`src/rtl/dotp_pkg.sv`:
```
// Shared types and elaboration-time helpers for the dot-product MAC datapath
// (state encoding, clog2, accumulator width).
package dotp_pkg;

  typedef enum logic [1:0] {
    IDLE  = 2'd0,
    ACCUM = 2'd1,
    DRAIN = 2'd2,
    DONE  = 2'd3
  } state_e;

  function automatic int clog2(input int value);
    int result;
    int rem;
    result = 0;
    rem    = value - 1;
    while (rem > 0) begin
      result = result + 1;
      rem    = rem >> 1;
    end
    return result;
  endfunction

  // Wide enough to hold VEC_LEN worst-case signed products without overflow.
  function automatic int acc_width(input int data_width, input int vec_len);
    return 2 * data_width + clog2(vec_len);
  endfunction

endpackage

```
`src/rtl/dotp_mac_datapath_if.sv`:
```
// Element-pair stream in, dot-product result out, plus FSM state for observation.
// Handshake: a beat is transferred on any rising edge where in_valid=1 while the
// block is accumulating; result is qualified by a one-cycle result_valid pulse.
interface dotp_mac_datapath_if #(
  parameter int DATA_WIDTH = 8,
  parameter int ADDR_WIDTH = 3,
  parameter int VEC_LEN    = 5
);
  import dotp_pkg::*;

  localparam int ACC_WIDTH = acc_width(DATA_WIDTH, VEC_LEN);

  logic                         start;
  logic                         in_valid;
  logic [ADDR_WIDTH-1:0]        in_addr;
  logic signed [DATA_WIDTH-1:0] in_a;
  logic signed [DATA_WIDTH-1:0] in_b;
  logic signed [ACC_WIDTH-1:0]  result;
  logic                         result_valid;
  logic                         busy;
  logic                         addr_err;
  state_e                       state;

  modport master (
    output start, in_valid, in_addr, in_a, in_b,
    input  result, result_valid, busy, addr_err, state
  );

  modport slave (
    input  start, in_valid, in_addr, in_a, in_b,
    output result, result_valid, busy, addr_err, state
  );

endinterface

```
`src/rtl/dotp_mult_stage.sv`:
```
// Registered signed multiplier: one product per accepted beat, with a valid flag
// that the accumulator consumes on the following cycle.
module dotp_mult_stage #(
  parameter int DATA_WIDTH = 8
) (
  input  logic                           clk,
  input  logic                           clr_i,
  input  logic                           en_i,
  input  logic signed [DATA_WIDTH-1:0]   a_i,
  input  logic signed [DATA_WIDTH-1:0]   b_i,
  output logic signed [2*DATA_WIDTH-1:0] prod_o,
  output logic                           prod_vld_o
);

  logic signed [2*DATA_WIDTH-1:0] prod_q;
  logic                           prod_vld_q;

  always_ff @(posedge clk) begin
    if (clr_i) begin
      prod_q     <= '0;
      prod_vld_q <= 1'b0;
    end else begin
      prod_vld_q <= en_i;
      if (en_i) begin
        prod_q <= a_i * b_i;
      end
    end
  end

  assign prod_o     = prod_q;
  assign prod_vld_o = prod_vld_q;

endmodule

```
`src/rtl/dotp_mac_datapath.sv`:
```
// Dot-product MAC: counts beats, accumulates pipelined products, hands off the result.
// Optional build macro DOTP_ADDR_CHECK_EN adds a sticky in_addr/elem_cnt mismatch flag.
module dotp_mac_datapath
  import dotp_pkg::*;
#(
  parameter int DATA_WIDTH = 8,
  parameter int ADDR_WIDTH = 3,
  parameter int VEC_LEN    = 5
) (
  input  logic              clk,
  input  logic              rst,
  dotp_mac_datapath_if.slave bus
);

  localparam int ACC_WIDTH  = acc_width(DATA_WIDTH, VEC_LEN);
  localparam int PROD_WIDTH = 2 * DATA_WIDTH;
  localparam logic [ADDR_WIDTH-1:0] LAST_IDX = ADDR_WIDTH'(VEC_LEN - 1);

  state_e                       state_q, state_d;
  logic [ADDR_WIDTH-1:0]        elem_cnt_q, elem_cnt_d;
  logic signed [ACC_WIDTH-1:0]  acc_q, acc_d;
  logic signed [ACC_WIDTH-1:0]  result_q, result_d;
  logic                         result_valid_q, result_valid_d;
  logic                         busy_q, busy_d;
  logic                         addr_err_q, addr_err_d;
  logic                         start_acc;
  logic                         beat;
  logic signed [PROD_WIDTH-1:0] prod;
  logic                         prod_vld;

  dotp_mult_stage #(.DATA_WIDTH(DATA_WIDTH)) u_mult (
    .clk        (clk),
    .clr_i      (rst | start_acc),
    .en_i       (beat),
    .a_i        (bus.in_a),
    .b_i        (bus.in_b),
    .prod_o     (prod),
    .prod_vld_o (prod_vld)
  );

`ifndef DOTP_ADDR_CHECK_EN
  logic unused_addr;
  assign unused_addr = ^bus.in_addr;
`endif

  always_comb begin
    state_d        = state_q;
    elem_cnt_d     = elem_cnt_q;
    result_d       = result_q;
    result_valid_d = 1'b0;
    busy_d         = busy_q;
    addr_err_d     = addr_err_q;
    start_acc      = 1'b0;
    beat           = 1'b0;
    // The previous beat's product lands in acc while the current beat multiplies.
    acc_d          = prod_vld ? acc_q + ACC_WIDTH'(prod) : acc_q;

    case (state_q)
      IDLE: begin
        if (bus.start) begin
          start_acc  = 1'b1;
          state_d    = ACCUM;
          elem_cnt_d = '0;
          acc_d      = '0;
          busy_d     = 1'b1;
          addr_err_d = 1'b0;
        end
      end
      ACCUM: begin
        if (bus.in_valid) begin
          beat       = 1'b1;
          elem_cnt_d = elem_cnt_q + 1'b1;
`ifdef DOTP_ADDR_CHECK_EN
          if (bus.in_addr != elem_cnt_q) begin
            addr_err_d = 1'b1;
          end
`endif
          if (elem_cnt_q == LAST_IDX) begin
            state_d = DRAIN;
          end
        end
      end
      DRAIN: begin
        state_d        = DONE;
        result_d       = acc_d;
        result_valid_d = 1'b1;
        busy_d         = 1'b0;
      end
      DONE: begin
        state_d = IDLE;
      end
      default: begin
        state_d = IDLE;
      end
    endcase
  end

  always_ff @(posedge clk) begin
    if (rst) begin
      state_q        <= IDLE;
      elem_cnt_q     <= '0;
      acc_q          <= '0;
      result_q       <= '0;
      result_valid_q <= 1'b0;
      busy_q         <= 1'b0;
      addr_err_q     <= 1'b0;
    end else begin
      state_q        <= state_d;
      elem_cnt_q     <= elem_cnt_d;
      acc_q          <= acc_d;
      result_q       <= result_d;
      result_valid_q <= result_valid_d;
      busy_q         <= busy_d;
      addr_err_q     <= addr_err_d;
    end
  end

  assign bus.result       = result_q;
  assign bus.result_valid = result_valid_q;
  assign bus.busy         = busy_q;
  assign bus.addr_err     = addr_err_q;
  assign bus.state        = state_q;

endmodule

```
`src/flat_wrapper.sv`:
```
// flat-port wrapper written by rule: the top's interface ports become plain ports
module dotp_mac_datapath_flat import dotp_pkg::*;
#(
  parameter int DATA_WIDTH = 8,
  parameter int ADDR_WIDTH = 3,
  parameter int VEC_LEN    = 5
)
  (clk, rst, bus_start, bus_in_valid, bus_in_addr, bus_in_a, bus_in_b, bus_result, bus_result_valid, bus_busy, bus_addr_err, bus_state);
  dotp_mac_datapath_if #(.DATA_WIDTH(DATA_WIDTH), .ADDR_WIDTH(ADDR_WIDTH), .VEC_LEN(VEC_LEN)) bus_i ();
  input  logic clk;
  input  logic rst;
  input wire logic [$bits(bus_i.start)-1:0] bus_start;
  input wire logic [$bits(bus_i.in_valid)-1:0] bus_in_valid;
  input wire logic [$bits(bus_i.in_addr)-1:0] bus_in_addr;
  input wire logic [$bits(bus_i.in_a)-1:0] bus_in_a;
  input wire logic [$bits(bus_i.in_b)-1:0] bus_in_b;
  output wire logic [$bits(bus_i.result)-1:0] bus_result;
  output wire logic [$bits(bus_i.result_valid)-1:0] bus_result_valid;
  output wire logic [$bits(bus_i.busy)-1:0] bus_busy;
  output wire logic [$bits(bus_i.addr_err)-1:0] bus_addr_err;
  output wire logic [$bits(bus_i.state)-1:0] bus_state;
  assign bus_i.start = bus_start;
  assign bus_i.in_valid = bus_in_valid;
  assign bus_i.in_addr = bus_in_addr;
  assign bus_i.in_a = bus_in_a;
  assign bus_i.in_b = bus_in_b;
  assign bus_result = bus_i.result;
  assign bus_result_valid = bus_i.result_valid;
  assign bus_busy = bus_i.busy;
  assign bus_addr_err = bus_i.addr_err;
  assign bus_state = bus_i.state;
  dotp_mac_datapath #(.DATA_WIDTH(DATA_WIDTH), .ADDR_WIDTH(ADDR_WIDTH), .VEC_LEN(VEC_LEN)) u_core (.clk(clk), .rst(rst), .bus(bus_i));
endmodule
```
`config.mk`:
```
export PLATFORM = sky130hd
export DESIGN_NAME = dotp_mac_datapath_flat
export DESIGN_NICKNAME = d
export VERILOG_FILES = /design/src/rtl/dotp_pkg.sv /design/src/rtl/dotp_mac_datapath_if.sv /design/src/rtl/dotp_mult_stage.sv /design/src/rtl/dotp_mac_datapath.sv /design/src/flat_wrapper.sv
export SDC_FILE = /design/constraint.sdc
export NUM_CORES = 1
export LEC_CHECK = 0
export CAP_MARGIN = 5
export CORE_MARGIN = 4
export CORE_UTILIZATION = 40
export DETAILED_ROUTE_END_ITERATION = 7
export SYNTH_ARGS = -nofsm -noshare
export SYNTH_HDL_FRONTEND = slang
export SYNTH_HIERARCHICAL = 1
export SYNTH_SLANG_ARGS = --single-unit
```
`constraint.sdc`:
```
create_clock -name clk -period 12.75 [get_ports clk]
set_input_delay 2.55 -clock clk [delete_from_list [all_inputs] [get_ports clk]]
set_output_delay 2.55 -clock clk [all_outputs]
set_load 0.1 [all_outputs]
```
# Word level (Yosys, flattened, before mapping)
# Cells that the tools add are included.
# W data, S select, Z words.
word_totals:
  ff_bits: 62
  in_bits: 23
  output_inout_bits: 24
classes:
  n_addsub: 2
  multipliers: 1
  n_eq_ne: 7
  muxes: 17
  n_bitwise: 1
  reduce_logical: 6
ops:
  columns: ["cell", "count"]
  rows:
  - ["$mux W19", 3]
  - ["$add A19 B16 Y19", 1]
  - ["$mul A8 B8 Y16", 1]
  - ["$pmux W2 S4", 1]
  - ["$mux W1", 6]
  - ["$mux W2", 3]
  - ["$mux W3", 2]
  - ["$pmux W3 S2", 1]
  - ["$reduce_and A3 Y1", 2]
  - ["$eq A2 B2 Y1 const B", 2]
  - ["$ne A2 B2 Y1 const B", 2]
  - ["$reduce_bool A2 Y1", 2]
  - ["$add A3 B1 Y3 const B", 1]
  - ["$eq A3 B3 Y1 const B", 1]
  - ["$eq A2 B1 Y1 const B", 1]
  - ["$logic_not A2 Y1", 1]
  - ["$ne A2 B1 Y1 const B", 1]
  - ["$pmux W1 S2", 1]
  - ["$reduce_and A2 Y1", 1]
  - ["$or A1 B1 Y1", 1]

# Logic depth before layout (Yosys ltp)
# Gate-level depths: netlist (run 1).
logic_depth:
  ltp_word: 4
  mapped_depth: 17

# Modules after synthesis
# The synthesis (run 1) kept the hierarchy.
by_module_without_submodules:
  columns: ["mod", "instances", "cells_each", "area_per_inst_um2", "seq_area_each_um2"]
  rows:
  - ["dotp_mult_stage", 1, 352, 3179.3, 340.3]
  - ["dotp_mac_datapath", 1, 337, 2768.9, 900.9]

# Least setup slack after synthesis (run 1)
# Ideal clock, no wire load.
synth_path:
  path_type: "input-to-reg"
  from: "input port bus_in_b[3]"
  to: "register u_core.u_mult.prod_q[12] (netlist: u_core/u_mult/prod_o[12])"
  setup_ns: 0.095
  arrival_ns: 6.344
  required_ns: 12.655
  setup_slack_ns: 6.310
  stages: 13
  path_cell_list: "and2_1 -> fa_1 -> inv_1 -> fa_1 -> inv_1 -> fa_1 -> inv_1 -> fa_1 -> inv_1 -> ha_1 -> or4_1 -> o21a_1 -> o311ai_1"
synth_via:
  elab_chain_len: 1
synth_lines:
  columns: ["element", "line", "source"]
  rows:
  - ["from (decl)", "flat_wrapper.sv:16", "input wire logic [$bits(bus_i.in_b)-1:0] bus_in_b;"]
  - ["$mul A8 B8 Y16", "dotp_mult_stage.sv:25", "prod_q <= a_i * b_i;"]
  - ["to (signal assigned)", "dotp_mult_stage.sv:25", null]
  - ["to (decl)", "dotp_mult_stage.sv:15", "logic signed [2*DATA_WIDTH-1:0] prod_q;"]
# Every way passes these cells.
# A chain may end at the register's enable or synchronous reset.

# Worst setup path in the final report (run 1)
layout_path:
  from: "input port bus_in_b[4]"
  to: "register u_core.u_mult.prod_q[15] (netlist: u_core/u_mult/prod_o[15])"
# Same word-level chain as after synthesis.

==> reports/results.tsv, run 1 <==
metric	value	unit
power_density	187.3	mW/mm2
finalCritPeriodShare	55.50	%
yosys.area.top_type_share	20.87	%
dr.pass1.iters	5	
port_buffers	42	
synthFlopType	dfxtp_1	
final_common_cell	inv_1	
vias_per_cell	5.314	
rows	44	
core	0.01453	mm2
outcome	finished, final reports clean	
async_flop_share	0	%
grt_antenna_before_repair	0	
finalSetupTns	0	ps
ant_nets	0	
yosysWarnings	6	
finalHoldViolCount	0	
critPathKind	input pin to register	
fin_nets	857	
synthToLayoutAreaGrowth	14.75	%
grt_start_max_net_pins	39	
final_util	46.96	%
drcViolationCount	0	
synth_nets	820	
synthTopCellsByArea	dfxtp_1 21%, fa_1 19%, ha_1 11%	
drt_iter0_drc	223	
clock_sinks	62	
required	12980	ps
holdBufCountCts	0	
antenna_cells	0	
nFillCells	1405	
grt_setup_unrepaired	false	
endpoint_kind	register	
cts_tree	built	
arrival	7300	ps
avgSynthCellArea	8.633	um2
synth_edf_count	0	
clkLatencyLatePin	320	ps
worstMarginPinSlew	976.3	ps
grt.total_usage	16.96	%
hp-class	register to register	
post_cts_buffers	0	
synthCells	689	
clock_path_buffers	2	
ys_seq_elements	62	
relSlewSlack	34.71	%
drt_wl_total	13.49	mm
vias	4857	
cts_resized	0	
dieHeight	129.9	um
grt_pass1_wl	23.36	mm
cts_root_buf	clkbuf_16	
cts.clk_slew.worst_paths	50	ps
ir_drop	0.1192	mV
setup_ws	5674	ps
total_power	1278	uW
fp.dieW	129.9	um
place.gp.congestion	0.8628	
setup_viol	0	
io-pin-count	47	
initial_core_util	40.93	%
regArea	0.001241	mm2
grt.overflow.total	0	
crit_fanout	8	
pre_cts_ws	5355	ps
min_period	7076	ps
dpl.hpwl	10.70	mm
fmax	141.3	MHz
yosysSeqAreaShare	20.87	%
h-tree-depth	3	
start_kind	input pin	
drv_cap	0	
fin_worst_skew	6.018	ps
multi_input_area	0.004239	mm2
yosysUniqueCellTypes	68	
grt_pass1_vias	4868	
cts_buffers	9	
wire_per_inst	14.75	um
drv_slew	0	
dieArea	0.01689	mm2
yosys.area.top_type	dfxtp_1	
drive_gt1_share	4.384	%
p_leak	0.002978	uW
layout_common_cells	100 x inv_1, 62 x dfxtp_1, 56 x fa_1	
syn_area	0.005948	mm2
## where the power goes
group / internal (uW) / switching (uW)
clock network: 150 / 81.5
logic: 279 / 515
registers: 228 / 26.0
total: 656 / 622
## final timing paths
path | start | depth (start not counted) | end | slack [ps]
hold / removal | u_core/bus.result[11] | 2 | u_core/bus.result[11] | 460
setup / recovery | bus_in_b[4] | 16 | u_core/u_mult/prod_o[15] | 5670
setup reg to reg | u_core/acc_q[0] | 8 | u_core/bus.result[18] | 10120
hold reg to reg | u_core/bus.result[11] | 2 | u_core/bus.result[11] | 460
## routing by layer
layer / GRT usage, % / wire length (um)
met1: 23.30 / 6278
met2: 27.87 / 6592
met3: 2.702 / 370
met5: 0 / 0
met4: 4.645 / 245
## final cells by class
type	count	area share [%]
well taps	184	3.373
inverters	102	5.610
clock inverters	4	0.7149
repair buffers	46	6.599
multi-input cells	505	62.11
flip-flops and latches	62	18.19
clock buffers	11	3.410
## registers in the layout (all words and copies together), names as in the netlist
register	count
u_core/bus.result	19
u_core/elem_cnt_q	3
u_core/bus.state	2
u_core/bus.result_valid	1
u_core/u_mult/prod_vld_o	1
u_core/bus.busy	1
u_core/acc_q	19
u_core/u_mult/prod_o	16
## cell families (layout without fill, tap and decap cells)
kind of cell / Yosys count / in the layout / share of synthesized area (%)
fa+ha+maj: 108 / 108 / 29.79
mux: 20 / 20 / 3.408
compound gates: 145 / 145 / 16.72
buf+inv: 122 / 163 / 7.867
simple gates: 213 / 213 / 18.38
xor+xnor: 18 / 18 / 2.903
flops: 62 / 62 / 20.87
other cells: 1 / 1 / 0.06304
## synthesized netlist by cell type, drive strengths merged, types with 15 or more instances
library cell  instances
a21oi                41
o21ai                20
nand2                41
ha                   52
nor3                 16
dfxtp                62
fa                   56
nor2                 54
inv                 101
mux2i                18
and2                 47
xnor2                15
## critical path, cell delays in order
cell	delay, ps
clkdlybuf4s50_1	580
and2_1	270
fa_1	600
inv_1	150
fa_1	560
inv_1	60
fa_1	530
inv_1	60
fa_1	520
inv_1	40
ha_1	280
a21o_1	220
or3_1	330
nor3_1	180
o21ai_0	120
a311oi_1	260
## through the flow
step           hold WS (ps)  instances  area, um2
2_1_floorplan         431.4        689       5948
6_report              463.6        914       6825
5_1_grt               481.3        914       6825
4_1_cts               462.7        914       6825
3_3_place_gp          455.0        899       6544
3_5_place_dp          457.8        899       6544
(Power assumes the default switching activity.)
==> run 2, diff against run 1 <==
Clock period 12.75 ns to 5.68 ns, I/O delays scaled along.
==> reports/results.tsv, run 2 (synthesis results as in run 1) <==
metric	value	unit
crit_fanout	3	
ant_nets	0	
crit_path_max_incr_delay	600	ps
vias_per_cell	5.213	
total_power	3053	uW
dpl_cell_area	0.006792	mm2
grt_pass1_wl	23.18	mm
multi_input_area	0.004239	mm2
required	5910	ps
initial_core_util	40.93	%
finalCritPeriodShare	94.43	%
drv_cap	0	
grt.overflow.total	0	
grt_start_max_net_pins	39	
core	0.01453	mm2
cts_tree	built	
place.gp.congestion	0.9143	
grt_pass1_vias	4901	
drcViolationCount	0	
drt_iter0_drc	271	
fmax	186.4	MHz
cts_resized	0	
cp_slowest_cell	or4_1	
cp_num_buf_inv	5	
holdBufCountCts	0	
port_buffers	42	
whs	470.1	ps
crit_chain	clkdlybuf4s50_1 > and2_1 > fa_1 > inv_1 > fa_1 > inv_1 > fa_1 > inv_1 > fa_1 > inv_1 > ha_1 > or4_1 > o21a_1 > o311ai_1	
cts_root_buf	clkbuf_16	
post_cts_buffers	0	
min_period	5364	ps
p_leak	0.003146	uW
vias	4942	
cp_top_family	adder cells	
final_common_cell	inv_1	
drv_slew	0	
worstMarginPinSlew	986.7	ps
dieArea	0.01689	mm2
hp-class	register to register	
critPathKind	input pin to register	
grt_setup_unrepaired	false	
layout_common_cells	100 x inv_1, 62 x dfxtp_1, 56 x fa_1	
clkLatencyLatePin	330	ps
drive_gt1_share	8.639	%
ir_drop	0.2317	mV
dpl.hpwl	10.91	mm
endpoint_kind	register	
setup_viol	0	
antenna_cells	0	
synthToLayoutAreaGrowth	19.27	%
h-tree-depth	3	
fin_worst_skew	8.559	ps
relSlewSlack	34.02	%
dpl.cell_count	932	
regArea	0.001241	mm2
start_kind	input pin	
dr.pass1.iters	4	
dieHeight	129.9	um
clock_sinks	62	
io-pin-count	47	
wire_per_inst	14.26	um
drt_wl_total	13.51	mm
cts.clk_slew.worst_paths	50	ps
nFillCells	1438	
fp.dieW	129.9	um
cts_buffers	9	
outcome	finished, final reports clean	
power_density	430.4	mW/mm2
clock_path_buffers	2	
grt.total_usage	16.84	%
fin_nets	890	
finalHoldViolCount	0	
arrival	5590	ps
fin_area	0.007094	mm2
grt_antenna_before_repair	0	
rows	44	
stdcell_count	948	
run 2: worst paths after layout:
kind / from / endpoint / slack (ps) / cells after the start
worst max-delay path: bus_in_b[3] / u_core/u_mult/prod_o[12] / 320 / 14
worst min-delay path: u_core/bus.result[11] / u_core/bus.result[11] / 470 / 2
worst max register to register: u_core/acc_q[0] / u_core/bus.result[18] / 3080 / 8
worst min register to register: u_core/bus.result[11] / u_core/bus.result[11] / 470 / 2
run 2: power breakdown:
group          switching (uW)  total [uW]  internal [uW]  leakage [uW]
sequential               55.1         566            511      0.000502
clock                     190         553            363      0.000146
combinational            1180        1930            753       0.00250
total                    1430        3050           1630       0.00315
run 2: routing by layer:
| layer | GRT usage (%) | vias to the layer above | part of all wire [%] |
|---|---|---|---|
| met5 | 0 | - | 0 |
| li1 | - | 2477 | - |
| met3 | 2.743 | 17 | 2.8 |
| met2 | 27.57 | 65 | 48 |
| met4 | 4.279 | 0 | 1.5 |
| met1 | 23.32 | 2383 | 47 |
run 2: cell type report:
type                       instances  area share, %
clock buffer                      13          3.668
clock inverter                     3         0.5996
inverter                         102          5.397
multi-input combinational        505          59.75
sequential                        62          17.50
tap                              184          3.245
timing repair buffer              79          9.841
run 2: through the flow:
step	utilization, %	worst slack [ps]	setup TNS, ps
floorplan	-	654.4	0
CTS	48.81	273.9	0
global placement	46.73	33.84	0
global route	48.81	75.57	0
detailed placement	46.73	-32.44	-32.44
finish	48.81	316.1	0
run 2: worst min-delay path: stages, from the launching register on:
cell	delay, ps
dfxtp_1	310
nand2_1	60
a21oi_1	50
